## src/rtl/fetch_unit.sv

```systemverilog
// Instruction fetch stage: owns the PC, selects the next fetch address and flags
// fetch-address exceptions (AdEL) for the instruction handed to decode.
module fetch_unit #(
    parameter logic [31:0] RESET_PC   = 32'h0000_3000,
    parameter logic [31:0] HANDLER_PC = 32'h0000_4180,
    parameter logic [31:0] TEXT_LO    = 32'h0000_3000,
    parameter logic [31:0] TEXT_HI    = 32'h0000_6FFC
) (
    input  logic        clk,
    input  logic        reset,
    input  logic        req,
    input  logic        stall,
    input  logic        eret,
    input  logic [31:0] epc,
    input  logic        redirect,
    input  logic [31:0] target,
    input  logic        D_is_ctrl,
    output logic [31:0] i_inst_addr,
    input  logic [31:0] i_inst_rdata,
    output logic [31:0] F_PC,
    output logic [31:0] F_Instruction,
    output logic        F_BD,
    output logic [4:0]  F_excCode
);

    localparam logic [4:0] EXC_NONE = 5'd0;
    localparam logic [4:0] EXC_ADEL = 5'd4;

    logic [31:0] r_pc;
    logic [31:0] w_pc_next;
    logic        w_adel;
    logic        w_eret_squash;

    // Exceptions beat the stall; ERET beats a same-cycle redirect because the
    // branch in D belongs to the path being abandoned.
    always_comb begin
        // NOTE: default every always_comb output first so no path can infer a latch.
        w_pc_next = r_pc + 32'd4;
        if (req) begin
            w_pc_next = HANDLER_PC;
        end else if (stall) begin
            w_pc_next = r_pc;
        end else if (eret) begin
            w_pc_next = epc;
        end else if (redirect) begin
            w_pc_next = target;
        end
    end

    always_ff @(posedge clk) begin
        // NOTE: sequential state uses non-blocking assignment so every flop samples pre-edge values.
        if (reset) begin
            r_pc <= RESET_PC;
        end else begin
            r_pc <= w_pc_next;
        end
    end

    // Bad targets are loaded as-is; the fault surfaces when that PC is fetched.
    assign w_adel = (r_pc[1:0] != 2'b00) || (r_pc < TEXT_LO) || (r_pc > TEXT_HI);

    // The word after an ERET has no delay-slot semantics, so it becomes a bubble.
    assign w_eret_squash = eret && !stall;

    always_comb begin
        F_Instruction = i_inst_rdata;
        F_excCode     = EXC_NONE;
        if (w_eret_squash) begin
            F_Instruction = 32'h0;
        end else if (w_adel) begin
            F_Instruction = 32'h0;
            F_excCode     = EXC_ADEL;
        end
    end

    assign i_inst_addr = r_pc;
    assign F_PC        = r_pc;
    assign F_BD        = D_is_ctrl;

endmodule

```

## config.mk

```make
export PLATFORM = sky130hd
export DESIGN_NAME = fetch_unit
export DESIGN_NICKNAME = d
export VERILOG_FILES = /design/src/rtl/fetch_unit.sv
export SDC_FILE = /design/constraint.sdc
export NUM_CORES = 1
export LEC_CHECK = 0
export ABC_AREA = 1
export CELL_PAD_IN_SITES_DETAIL_PLACEMENT = 0
export CELL_PAD_IN_SITES_GLOBAL_PLACEMENT = 1
export CORE_MARGIN = 2
export CORE_UTILIZATION = 26
export CTS_BUF_LIST = sky130_fd_sc_hd__clkbuf_4
export CTS_CLUSTER_SIZE = 40
export DETAILED_ROUTE_END_ITERATION = 8
export GPL_ROUTABILITY_DRIVEN = 0
export PLACE_DENSITY_LB_ADDON = 0.25
export SLEW_MARGIN = 15
export SYNTH_ARGS = -nofsm -noshare
export SYNTH_HDL_FRONTEND = slang
export SYNTH_SLANG_ARGS = --single-unit
export TNS_END_PERCENT = 5
```

## constraint.sdc

```tcl
create_clock -name clk -period 2.45 [get_ports clk]
set_input_delay 0.6125 -clock clk [delete_from_list [all_inputs] [get_ports clk]]
set_output_delay 0.6125 -clock clk [all_outputs]
set_load 0.03 [all_outputs]
```

Word-level counts from Yosys, hierarchy flattened. Index checks and enable logic that the tools add are counted.

Bits in writable memories: 0. Bits in read-only memories: 0. Output and inout port bits: 102. Latch bits: 0. Bits of input ports: 103. Register bits after elaboration: 32. Memories kept: 0. Word-level logic and storage cells: 20.

Div/mod/pow operators: 0. Equal/unequal tests: 1. $lt $le $gt $ge: 2. Reductions and logical operators: 6. Add/sub/neg operators: 1. Shifts and indexed selects: 0. Mux-type cells: 8. Multipliers: 0. Bitwise gates (word level): 0.

Operators by type and width (number): two-way mux 32 bit (4); adder 32 x 3 -> 32 bit, second input constant (1); > comparator 32 x 15 -> 1 bit, second input constant (1); less-than comparator 32 x 14 -> 1 bit, second input constant (1); two-way mux 15 bit (2); two-way mux 3 bit (2); logical OR 1 bit (2); inequality test 2 bit, second input constant (1); nonzero test 2 bit (1); OR reduction 2 bit (1); logical AND 1 bit (1); logical NOT 1 bit (1).

Logic depth before layout (Yosys ltp).
Depth in word-level cells: 5. Mapped depth: 10.

Worst setup path after synthesis. Ideal clock, no wire load.

Kind: register -> output. From: reg r_pc[17] (netlist: F_PC[17]). To: out F_Instruction[0]. Data arrival time: 1.734 ns. Cell stages (with the launch flop): 4. Slack: 0.104 ns. Path buffers: 0. Path through: dfxtp_1 > nor4_1 > nand4_2 > nor3_1.

Word-level cells in the longest chain between the ends: 5. Elaborated cells on any way between the ends: 6. Those cells by class: 2 x order compare; 2 x mux; 2 x reduce/logical.

Ends and longest elaborated chain: from (decl) (RTL line 29) `logic [31:0] r_pc;`; from (signal assigned) (RTL line 55) `r_pc <= w_pc_next;`; less-than comparator 32 x 14 -> 1 bit (RTL line 60) `assign w_adel = (r_pc[1:0] != 2'b00) || (r_pc < TEXT_LO) || (r_pc > TEXT_HI);`; logical OR 1 bit (RTL line 60); logical OR 1 bit * (RTL line 60); two-way mux 32 bit * (RTL line 70) `end else if (w_adel) begin`; two-way mux 32 bit * (RTL line 68) `if (w_eret_squash) begin`; to (decl) (RTL line 21) `output logic [31:0] F_Instruction,`.

Every way passes the cells marked *; elsewhere a longest branch is shown, timed or not.

Worst setup path after layout.
From: reg r_pc[28] (netlist: F_PC[28]). To: out F_Instruction[11].

The elaborated chain is that of the path after synthesis.

==> flow_summary.json <==
{
  "report.final.hold_viol_count": 0,
  "drt_iter0_markers": 160,
  "maxSlewHeadroom_pct": 65.61,
  "powerDensity_nw_per_um2": 342.0,
  "synthFlopType": "dfxtp_1",
  "wl_per_cell_um": 15.02,
  "htree_levels": 2,
  "skew_ps": 12.60,
  "dp_hpwl_um": 10110,
  "end_kind": "output port",
  "cts_buffer_depth": 2,
  "grt_pass1_wl_um": 19380,
  "grt_max_degree": 35,
  "final.fill_count": 1263,
  "drive_gt1_share_pct": 20.14,
  "clk_latency_ps": 340,
  "ys.warnings.count": 0,
  "path_max_fanout": 9,
  "yosys.area.top_type": "dfxtp_1",
  "multiInputGateArea_sq_um": 2167,
  "yosysUniqueCellTypes": 35,
  "p_total_mw": 1.899,
  "clkTransAtPathRegs_ps": 120,
  "slew_violations": 0,
  "grt_pass1_vias": 3884,
  "route.detailed.drc": 0,
  "met1_usage_pct": 22.43,
  "die_h_um": 115.7,
  "tritoncts.num_buffers": 5,
  "antenna_found_initial": 0,
  "tightest_slew_ps": 510.4,
  "synth.avg_cell_area_sq_um": 6.332,
  "synth_area_sq_um": 3242,
  "port_buffers": 198,
  "cts_root_buffer": "clkbuf_4",
  "grt.total_usage_pct": 18.14,
  "ios": 205,
  "postCtsHoldBufs": 0,
  "area_growth_pct": 71.25,
  "die_area_sq_um": 13380,
  "drt-vias-per-instance": 4.658,
  "ys_ff_latch": 32,
  "rsz0062_at_grt": "yes",
  "cts_tree": "yes",
  "crit_path_start_kind": "flip-flop",
  "ir_worst_vdd_mv": 0.2177,
  "period_share_pct": 101.1,
  "synthMostInstantiatedCell": "nand2_1",
  "leakage_nw": 2.108,
  "cp.arrival_ps": 1860,
  "gr-total-overflow": 0,
  "violations": "negative setup slack",
  "finalCriticalPeriod_ps": 2477,
  "synth_edf_count": 0,
  "die_x_um": 115.7,
  "synth_common_cells": "nand2_1 (143), nor2_1 (48), buf_4 (40), dfxtp_1 (32), inv_1 (32)",
  "synth.area.top_cells": "dfxtp_1 (20%), nand2_1 (17%), buf_4 (9.3%), nor3_2 (9.3%), a221oi_1 (5.9%)",
  "largest_reg_flops": 30,
  "critical_path_required_ps": 1840,
  "seq_area_frac_synth_pct": 19.76,
  "cts_sinks": 32,
  "grt.met2_usage_pct": 33.22,
  "regArea_sq_um": 643.1,
  "grt-busiest-layer": "met2",
  "rows": 40,
  "setup_viol": 2,
  "status": "finished, violations left",
  "ys_async_sr_fraction_pct": 0,
  "dr.pass1.iters": 4,
  "nNetsFinal": 798,
  "wl_um": 12960,
  "core_sq_um": 12110,
  "min_path_type": "flip-flop to flip-flop",
  "drv_cap": 0,
  "path_class": "flip-flop to output port",
  "netlist_instances": 512,
  "start_util_pct": 26.77,
  "fin_ws_ps": -26.53,
  "n_antenna_cell": 0,
  "synth_top_area_share_pct": 19.76,
  "fmax_mhz": 403.8,
  "antenna_left": 0,
  "vias": 4020,
  "dp_worst_setup_slack_ps": -118.9,
  "grt_use_met3_pct": 3.400,
  "final_util_pct": 45.84
}
[stage by stage]
| stage | setup TNS (ps) | instance area, sq um | hold slack [ps] | std cells |
|---|---|---|---|---|
| finish | -51.49 | 5552 | 544.8 | 863 |
| global route | -3021 | 5552 | 571.6 | 863 |
| global placement | -1857 | 5281 | 512.1 | 851 |
| floorplan | 0 | 3253 | 605.1 | 515 |
| detailed placement | -2216 | 5281 | 518.3 | 851 |
| CTS | -1331 | 5399 | 536.3 | 859 |
[metal layers]
metal	wire length [um]	vias up	part of all wire, %
met1	5572	1825	43
met3	849	10	6.5
met2	6433	143	50
li1	-	2042	-
met4	108	0	0.83
met5	0	-	0
[worst max-delay path, cell delays in order (launching register included)]
cell	delay (ps)
dfxtp_2	350
nor4_4	280
buf_4	170
nand4_4	160
buf_12	210
nor3_4	210
buf_12	150
[cell usage in the layout (no fill, tap or decap), types with 2 or more instances in the layout]
cell type and instances:
clkdlybuf4s50_1 163, nand2_1 142, buf_4 56, nor2_1 47
inv_1 31, dfxtp_1 30, nor3_2 29, nand3_1 29
a21oi_1 28, o21ai_0 25, a221oi_1 22, nor2_2 9
buf_12 8, nand2_2 6, xnor2_1 6, o211ai_1 5
clkbuf_4 5, o21bai_1 4, conb_1 4, nor3_1 3
inv_2 3, nor4_4 3, nor3_4 3, xor2_1 3
or2_2 3, clkbuf_16 3, dfxtp_2 2, nor2_4 2
a41oi_1 2, a22oi_1 2, o221a_2 2, clkinv_1 2
dlymetal6s2s_1 2
[final timing paths]
path / slack, ps / to / depth (start not counted) / start
worst max-delay path: -30 / F_Instruction[11] / 6 / F_PC[28]
worst min-delay path: 540 / flip-flop / 2 / flip-flop
worst max register to register: 750 / F_PC[18] / 8 / F_PC[3]
worst min register to register: 540 / flip-flop / 2 / flip-flop
[cell type report]
| type | count | area share, % |
|---|---|---|
| Clock buffer | 5 | 0.6761 |
| Multi-Input combinational cell | 387 | 39.04 |
| Inverter | 34 | 2.299 |
| Timing Repair Buffer | 234 | 41.94 |
| Tap cell | 168 | 3.786 |
| Sequential cell | 32 | 11.58 |
| Clock inverter | 3 | 0.6761 |
[logic make-up (layout without fill, tap and decap cells)]
group,after synthesis,after routing,share of synthesized area [%]
AO/OA/AOI/OAI,92,92,18.37
buffers and inverters,96,276,16.63
AND/OR/NAND/NOR,281,281,42.30
flip-flops,32,32,19.76
other,1,4,0.1157
adder cells (fa/ha/maj),1,1,0.3859
XOR/XNOR,9,9,2.432
[power breakdown]
group	internal (mW)	switching (mW)	leakage, nW	total (mW)
clock	0.209	0.208	0.0403	0.416
combinational	0.425	0.476	1.80	0.901
sequential	0.546	0.0352	0.263	0.581
total	1.18	0.719	2.11	1.90
[repair_timing]
item	4_1_cts	5_1_grt
setup buffers	0	0
pin swaps	4	2
setup endpoints to repair	33	33
gates cloned	0	4
resized for setup	8	15
Note: power is estimated with default switching activity, not from simulation.
